### config.mk
export PLATFORM = sky130hd
export DESIGN_NAME = decode_stage
export DESIGN_NICKNAME = d
export VERILOG_FILES = /design/src/rtl/decode_stage_pkg.sv /design/src/rtl/decode_stage_scoreboard.sv /design/src/rtl/decode_stage.sv
export SDC_FILE = /design/constraint.sdc
export NUM_CORES = 1
export LEC_CHECK = 0
export CAP_MARGIN = 25
export CORE_MARGIN = 1.5
export CORE_UTILIZATION = 43
export CTS_BUF_LIST = sky130_fd_sc_hd__clkbuf_8
export DETAILED_ROUTE_END_ITERATION = 6
export GPL_TIMING_DRIVEN = 0
export PLACE_DENSITY = 0.82
export SYNTH_ARGS = -nofsm -noshare
export SYNTH_HDL_FRONTEND = slang
export SYNTH_HIERARCHICAL = 1
export SYNTH_SLANG_ARGS = --single-unit
### constraint.sdc
create_clock -name clk -period 2.19 [get_ports clk]
set_input_delay 0.219 -clock clk [delete_from_list [all_inputs] [get_ports clk]]
set_output_delay 0.219 -clock clk [all_outputs]
set_load 0.05 [all_outputs]
### src/rtl/decode_stage_pkg.sv
// Shared decode definitions for the emulator core: opcode classes, field
// positions, register-bank bases and the decode-stage state encoding.
package emu_pkg;

   localparam int OP_HI = 11;
   localparam int OP_LO = 8;
   localparam int RS_HI = 7;
   localparam int RS_LO = 4;
   localparam int RT_HI = 3;
   localparam int RT_LO = 2;
   localparam int RD_HI = 1;
   localparam int RD_LO = 0;

   localparam int RT_BASE = 4;
   localparam int RD_BASE = 8;

   typedef enum logic [3:0] {
      OP_NOP     = 4'h0,
      OP_ALU_LO  = 4'h1,
      OP_ALU_HI  = 4'h9,
      OP_STORE   = 4'hA,
      OP_LOAD    = 4'hB,
      OP_BRANCH  = 4'hC,
      OP_HALT    = 4'hF
   } opcode_e;

   typedef enum logic {
      ST_RUN    = 1'b0,
      ST_HALTED = 1'b1
   } state_e;

   // ALU ops and LOAD are the only instructions that write the rd bank.
   function automatic logic op_writes(input logic [3:0] opcode);
      return ((opcode >= OP_ALU_LO) && (opcode <= OP_ALU_HI)) || (opcode == OP_LOAD);
   endfunction

endpackage

### src/rtl/decode_stage_scoreboard.sv
// In-flight write tracker for the rd bank (regs 8-11). A same-cycle
// writeback is folded into pend_eff so a stalled reader can issue at once.
module scoreboard (
   input  logic       clk,
   input  logic       rst_n,
   input  logic       set_en,
   input  logic [1:0] set_idx,
   input  logic       clr_en,
   input  logic [1:0] clr_idx,
   output logic [3:0] pend_eff
);

   logic [3:0] pending_q;
   logic [3:0] pending_d;
   logic [3:0] clr_mask;

   always_comb begin
      clr_mask = 4'b0000;
      if (clr_en) begin
         clr_mask[clr_idx] = 1'b1;
      end
   end

   assign pend_eff = pending_q & ~clr_mask;

   // Clear first so that an issue to the same index in this cycle wins.
   always_comb begin
      pending_d = pending_q & ~clr_mask;
      if (set_en) begin
         pending_d[set_idx] = 1'b1;
      end
   end

   always_ff @(posedge clk or negedge rst_n) begin
      if (!rst_n) begin
         pending_q <= 4'b0000;
      end else begin
         pending_q <= pending_d;
      end
   end

endmodule

### src/rtl/decode_stage.sv
// Single-entry decode stage: holds one fetched instruction, splits it into
// register-file fields, stalls rd-bank RAW/WAW hazards and stops on HALT.
module decode_stage
   import emu_pkg::*;
#(
   parameter int INSTR_W = 12,
   parameter int PC_W    = 8
) (
   input  logic               clk,
   input  logic               rst_n,
   input  logic               flush,
   input  logic               in_valid,
   output logic               in_ready,
   input  logic [INSTR_W-1:0] in_instr,
   input  logic [PC_W-1:0]    in_pc,
   output logic               out_valid,
   input  logic               out_ready,
   output logic [3:0]         out_opcode,
   output logic [3:0]         out_rs_addr,
   output logic [1:0]         out_rt_addr,
   output logic [1:0]         out_rd_addr,
   output logic               out_write,
   output logic [PC_W-1:0]    out_pc,
   input  logic               wb_valid,
   input  logic [1:0]         wb_rd,
   output logic               halted,
   output logic [15:0]        stall_cnt
);

   localparam logic S_RUN    = logic'(ST_RUN);
   localparam logic S_HALTED = logic'(ST_HALTED);

   logic               hold_valid_q, hold_valid_d;
   logic [INSTR_W-1:0] hold_instr_q, hold_instr_d;
   logic [PC_W-1:0]    hold_pc_q, hold_pc_d;
   logic               state_q, state_d;
   logic [15:0]        stall_cnt_q, stall_cnt_d;

   logic [3:0] pend_eff;
   logic       run;
   logic       raw_hazard;
   logic       waw_hazard;
   logic       hazard;
   logic       issue;
   logic       accept;
   logic       held_halt;

   assign out_opcode  = hold_instr_q[OP_HI:OP_LO];
   assign out_rs_addr = hold_instr_q[RS_HI:RS_LO];
   assign out_rt_addr = hold_instr_q[RT_HI:RT_LO];
   assign out_rd_addr = hold_instr_q[RD_HI:RD_LO];
   assign out_write   = op_writes(out_opcode);
   assign out_pc      = hold_pc_q;

   // Only rs values 8-11 map onto the tracked rd bank; 12-15 never stall.
   assign raw_hazard = (out_rs_addr[3:2] == 2'b10) && pend_eff[out_rs_addr[1:0]];
   assign waw_hazard = out_write && pend_eff[out_rd_addr];
   assign hazard     = raw_hazard || waw_hazard;

   assign run       = (state_q == S_RUN);
   assign held_halt = hold_valid_q && (out_opcode == OP_HALT);
   assign out_valid = hold_valid_q && !hazard && !flush && run;
   assign issue     = out_valid && out_ready;
   assign in_ready  = run && !flush && !held_halt && (!hold_valid_q || issue);
   assign accept    = in_valid && in_ready;
   assign halted    = (state_q == S_HALTED);
   assign stall_cnt = stall_cnt_q;

   scoreboard u_scoreboard (
      .clk      (clk),
      .rst_n    (rst_n),
      .set_en   (issue && out_write),
      .set_idx  (out_rd_addr),
      .clr_en   (wb_valid),
      .clr_idx  (wb_rd),
      .pend_eff (pend_eff)
   );

   always_comb begin
      hold_valid_d = hold_valid_q;
      hold_instr_d = hold_instr_q;
      hold_pc_d    = hold_pc_q;
      if (flush && run) begin
         hold_valid_d = 1'b0;
      end else if (accept) begin
         hold_valid_d = 1'b1;
         hold_instr_d = in_instr;
         hold_pc_d    = in_pc;
      end else if (issue) begin
         hold_valid_d = 1'b0;
      end
   end

   always_comb begin
      state_d = state_q;
      if (run && issue && (out_opcode == OP_HALT)) begin
         state_d = S_HALTED;
      end
   end

   always_comb begin
      stall_cnt_d = stall_cnt_q;
      if (hold_valid_q && hazard && run && (stall_cnt_q != 16'hFFFF)) begin
         stall_cnt_d = stall_cnt_q + 16'd1;
      end
   end

   always_ff @(posedge clk or negedge rst_n) begin
      if (!rst_n) begin
         hold_valid_q <= 1'b0;
         hold_instr_q <= '0;
         hold_pc_q    <= '0;
         state_q      <= S_RUN;
         stall_cnt_q  <= 16'd0;
      end else begin
         hold_valid_q <= hold_valid_d;
         hold_instr_q <= hold_instr_d;
         hold_pc_q    <= hold_pc_d;
         state_q      <= state_d;
         stall_cnt_q  <= stall_cnt_d;
      end
   end

endmodule

---- Word level (Yosys, flattened, before mapping) ----
Cells that the tools add are included.
storage, ports and cells
  flip-flop bits (word level) ............. 42
  bits in latches ......................... 0
  memory bits (writable) .................. 0
  bits in read-only memories .............. 0
  bits of input ports ..................... 28
  output and inout port bits .............. 40
  word-level logic and storage cells ...... 66
  memories ................................ 0
cells by class
  add/subtract/negate cells ............... 1
  $mul .................................... 0
  div/mod/pow operators ................... 0
  $lt $le $gt $ge ......................... 7
  equality and inequality tests ........... 4
  shift operators ......................... 0
  mux-type cells .......................... 13
  bitwise gates (word level) .............. 5
  reduce and logical (&&, ||, !) cells .... 30
operators with widths
  cell                                                         count
  logical AND 1 bit                                            21
  adder 16 x 1 -> 16 bit (second input constant)               1
  inequality test 16 bit (second input constant)               1
  less-than comparator 2 x 3 -> 1 bit (second input constant)  3
  equality test 4 bit (second input constant)                  2
  2-to-1 mux 4 bit                                             2
  2-to-1 mux 1 bit                                             7
  bitwise AND 4 bit                                            1
  binary-select mux 1 bit (select 2 bit)                       2
  demux 1 bit (select 2 bit)                                   2
  >= comparator 2 x 1 -> 1 bit (second input constant)         2
  >= comparator 4 x 1 -> 1 bit (second input constant)         1
  less-or-equal comparator 4 bit (second input constant)       1
  logical NOT 1 bit                                            4
  inverter 4 bit                                               1
  OR 4 bit                                                     1
  logical OR 1 bit                                             3
  nonzero test 3 bit                                           1
  equality test 2 bit (second input constant)                  1
  inverter 1 bit                                               2
  AND reduction 2 bit                                          1

---- Longest topological paths before layout ----
  depth in word-level cells ............... 21
  gate-level depth with buffers ........... 10
  mapped depth without buffers ............ 9

---- Modules after synthesis ----
The synthesis kept the hierarchy.
by module, submodules not included
  module        times used  cells each  area each (um^2)  seq. area each (um^2)
  decode_stage  1           147         1,946.9           950.9
  scoreboard    1           19          205.2             100.1

---- Least setup slack after synthesis ----
Ideal clock, no wire load.
  path kind ............................... register to output
  start ................................... register hold_instr_q[0]
  end ..................................... output out_valid
  data arrival time ....................... 2.999 ns
  required time ........................... 1.971 ns
  slack ................................... -1.028 ns
  stages on the path, launching flop included .. 6
  path buffers ............................ 2
  path through ............................ dfrtp_1 mux4_1 a31oi_4 buf_6 buf_6 nor3b_1
between the ends
  word-level cells in the longest chain between the ends .. 8
ends and longest elaborated chain
  item                                    line                 RTL
  start: declaration                      decode_stage.sv:34   logic [INSTR_W-1:0] hold_instr_q, hold_instr_d;
  start signal: assignment                decode_stage.sv:117  hold_instr_q <= hold_instr_d;
  binary-select mux 1 bit (select 2 bit)  decode_stage.sv:57   assign waw_hazard = out_write && pend_eff[out_rd_addr];
  2-to-1 mux 1 bit (not written as such)  decode_stage.sv:57
  logical AND 1 bit                       decode_stage.sv:57
  logical OR 1 bit                        decode_stage.sv:58   assign hazard = raw_hazard || waw_hazard;
  logical NOT 1 bit                       decode_stage.sv:62   assign out_valid = hold_valid_q && !hazard && !flush && run;
  logical AND 1 bit (3 in a row)          decode_stage.sv:62
  end: declaration                        decode_stage.sv:16   output logic out_valid,
No other way between the ends. The select of a mux whose other input is x is not followed.

---- Final worst setup path ----
  start ................................... register u_scoreboard.pending_q[1]
  end ..................................... output in_ready
between the ends
  word-level cells in the longest chain between the ends .. 12
  elaborated cells on any way between the ends .. 15
  those cells by class .................... 4 x mux; 1 x bitwise; 10 x reduce/logical
ends and longest elaborated chain
  item                                                       line                                    RTL
  start: declaration                                         decode_stage_scoreboard.sv:13           logic [3:0] pending_q;
  start signal: assignment                                   decode_stage_scoreboard.sv:38           pending_q <= pending_d;
  bitwise AND 4 bit (*)                                      decode_stage_scoreboard.sv:24           assign pend_eff = pending_q & ~clr_mask;
  via pend_eff[1]                                            decode_stage.sv:39                      logic [3:0] pend_eff;
  binary-select mux 1 bit (select 2 bit) (on tied branches)  decode_stage.sv:56, decode_stage.sv:57
  2-to-1 mux 1 bit (on tied branches)                        decode_stage.sv:56, decode_stage.sv:57
  logical AND 1 bit (on tied branches)                       decode_stage.sv:56, decode_stage.sv:57
  logical OR 1 bit (*)                                       decode_stage.sv:58
  logical NOT 1 bit (*)                                      decode_stage.sv:62
  logical AND 1 bit (*) (3 in a row)                         decode_stage.sv:62
  logical AND 1 bit (*)                                      decode_stage.sv:63                      assign issue = out_valid && out_ready;
  logical OR 1 bit (*)                                       decode_stage.sv:64                      assign in_ready = run && !flush && !held_halt && (!hold_valid_q || issue);
  logical AND 1 bit (*)                                      decode_stage.sv:64
  end: declaration                                           decode_stage.sv:13                      output logic in_ready,
Mark *: on every way through the listed nets, which the timed path passes. The rest lies on a longest branch. The select of a mux whose other input is x is not followed.

==> results.cfg <==
[finish]
fin_util = 0.695
num_antenna_cells = 0
stdcell_count = 327
layout.nets = 288
syn_to_final_growth_pct = 54.6
drive_above_1_share = 0.338

[timing]
min_period_ps = 2420
rsz0062_at_grt = true
worst_slack_ps = -233
post-route-period-util = 1.11
finalHoldViolCount = 0
drv_slew = 0
slew_headroom = 0.652
setup_viol = 27
tightest_slew_ps = 520
clock_skew_ps = 6.27
fmax_mhz = 413

[cts]
clk_pin_slew_ps = 80
clockBufferDepth = 2
cts_root_buffer = clkbuf_8
numCtsBuffers = 5
htree_levels = 2
clkLatencyLatePin_ps = 300
cts_sinks = 42
cts_tree = done

[detailed_routing]
drc = 0
ant_nets = 0
wl_per_cell_um = 15.4
first_pass_iters = 4
vias = 1688
via_per_inst = 5.16
totalWireLength_um = 5050
drt-initial-drc-count = 65

[logic_synthesis]
synthCells = 166
netlist.top_cell.by_area = dfrtp_1
synth_edf_count = 0
synthTopCellsByArea = dfrtp_1, mux2_4, xor2_1, nor4_1, buf_12
yosysWarnings = 6
netlist_area_mm2 = 0.00215
yosysSeqAreaShare = 0.488
syn_area_per_cell_um2 = 13.0
ys_ff_latch = 42
async_reset_ff_frac = 1.00
synth.distinct_cells = 45
synth_nets = 195
synth_top_area_share = 0.488
synth-main-ff-cell = dfrtp_1

[floorplan]
die_h_um = 73.7
die_width_um = 73.7
num_rows = 25
initial_utilization = 0.450
io_pins = 68
dieArea_mm2 = 0.00544
core_mm2 = 0.00479

[worst_setup_path]
crit_required_ps = 1970
critical_path_class = reg -> out
critical_path_arrival_ps = 2200
cpMaxStageDelayCell = mux4_2
slowest_delay_ps = 500
worstPathCellList = and2_4, mux4_2, a31oi_4, buf_6, buf_8, a31oi_4, nor3_4, buf_6
startpoint_type = flop
crit_fanout = 4
end_kind = output port

[grt]
grt_start_max_net_pins = 26
grtUsageTotal = 0.184
grt_pass1_vias = 1606
grt_pass1_wl_um = 7480
antenna_found_initial = 0
grt.overflow.total = 0

[placement]
numPlacedInstances = 301
gp_congestion = 0.834
dp_hpwl_um = 3300
portBuffers = 67

[status]
status = finished, violations left
violations = negative setup slack

[pwr]
p_per_area_mw_per_mm2 = 1550
leakage_nw = 1.36
peakVddDrop_uv = 1030

[job]
maxCapViolations = 0

[worst_hold_path]
hold_path.class = in -> async
cells in the mapped netlist, types with 2 or more instances:
cell type,count
and2_1,3
buf_12,2
inv_1,3
nor3_1,5
nor2_1,8
mux2_4,20
nand4_1,6
nor4_1,7
xor2_1,13
buf_6,2
nor4b_1,2
buf_2,2
and3_1,3
mux2i_1,2
dfrtp_1,42
nand2_1,6
nand3_1,7
nand3b_1,3
mux2_2,2
a32o_1,2
nand2b_1,2
registers in the layout (all words and copies together) (netlist names):
signal / count
hold_valid_q: 1
u_scoreboard/pending_q: 4
halted: 1
hold_instr_q: 12
stall_cnt: 16
out_pc: 8
critical path: cells and delay by family, from the launching register on:
family / cells / cell delay (ps)
AND/OR/NAND/NOR: 2 / 300
buffers and inverters: 3 / 410
AO/OA/AOI/OAI: 2 / 290
multiplexers: 1 / 500
flip-flops: 1 / 400
path summary, 6_finish.rpt:
check | to | slack, ps | from | cells after the start
max reg2reg | out_pc[5]$_DFFE_PN0P_ | -150 | u_scoreboard/pending_q[1]$_DFF_PN0_ | 8
min reg2reg | stall_cnt[10]$_DFFE_PN0P_ | 490 | stall_cnt[10]$_DFFE_PN0P_ | 1
min | u_scoreboard/pending_q[2]$_DFF_PN0_ | 390 | rst_n | 2
min in group clk | u_scoreboard/pending_q[0]$_DFF_PN0_ | 390 | wb_rd[0] | 3
max | in_ready | -230 | u_scoreboard/pending_q[1]$_DFF_PN0_ | 8
max in group asynchronous | hold_instr_q[9]$_DFFE_PN0P_ | 1300 | rst_n | 3
report_power, final:
part | internal (mW) | leakage (nW) | switching [mW]
sequential | 1.09 | 0.479 | 0.330
clock | 0.250 | 0.0524 | 0.266
combinational | 1.44 | 0.826 | 1.78
metrics by stage:
step | setup TNS (ps) | hold slack (ps) | setup WS (ps) | cell area, µm² | total power [mW]
3_5_place_dp | -18170 | 182 | -1290 | 2960 | 4.27
3_3_place_gp | -26540 | 466 | -1270 | 2950 | 4.23
5_1_grt | -4620 | 404 | -300 | 3330 | 5.39
6_report | -2940 | 389 | -233 | 3330 | 5.16
2_1_floorplan | -302 | -76.6 | -186 | 2190 | 3.40
4_1_cts | -886 | 404 | -216 | 3170 | 4.95
area by class of cell:
cell class                      count  area, µm²
Timing Repair Buffer               86        861
Multi-Input combinational cell    115       1150
Clock buffer                        6       82.6
Fill cell                         340       1460
Buffer                              6       76.3
Tap cell                           67       83.8
Clock inverter                      2       8.76
Sequential cell                    42       1060
Inverter                            3       11.3
logic make-up (layout without fill, tap and decap cells):
family | count (synthesis) | in the layout | share of synthesized area
adder cells (fa/ha/maj) | 1 | 1 | 0.00581
flip-flops | 42 | 42 | 0.488
AO/OA/AOI/OAI | 12 | 12 | 0.0605
multiplexers | 25 | 25 | 0.172
XOR/XNOR | 14 | 14 | 0.0570
buffers and inverters | 9 | 103 | 0.0390
AND/OR/NAND/NOR | 63 | 63 | 0.178
repair_timing:
item                                    CTS  global route
setup buffers                             4            12
endpoints found under the hold margin    17             0
resized for setup                        26            19
endpoints found under the setup margin   35            38
hold buffers                              1             0
gates cloned                              2             0
pin swaps                                 3             9
cells in the final DEF (no fill, tap or decap), types with 6 or more instances in the layout:
cell type and instances:
buf_4 13, clkbuf_8 6, clkdlybuf4s50_1 60, dfrtp_1 38, mux2_4 21, nand2_1 6
nand3_1 7, nand4_1 6, nor2_1 8, xor2_1 13
routing by layer:
layer  wire length, µm  GRT usage  up-vias  part of all wire
li1                  -          -      795                 -
met1              2210      0.227      833              0.44
met2              2510      0.296       53              0.50
met3               270     0.0562        7             0.053
met4                68     0.0782        0             0.013
met5                 0          0        -                 0
No activity file was read; power rests on OpenSTA's default activity.
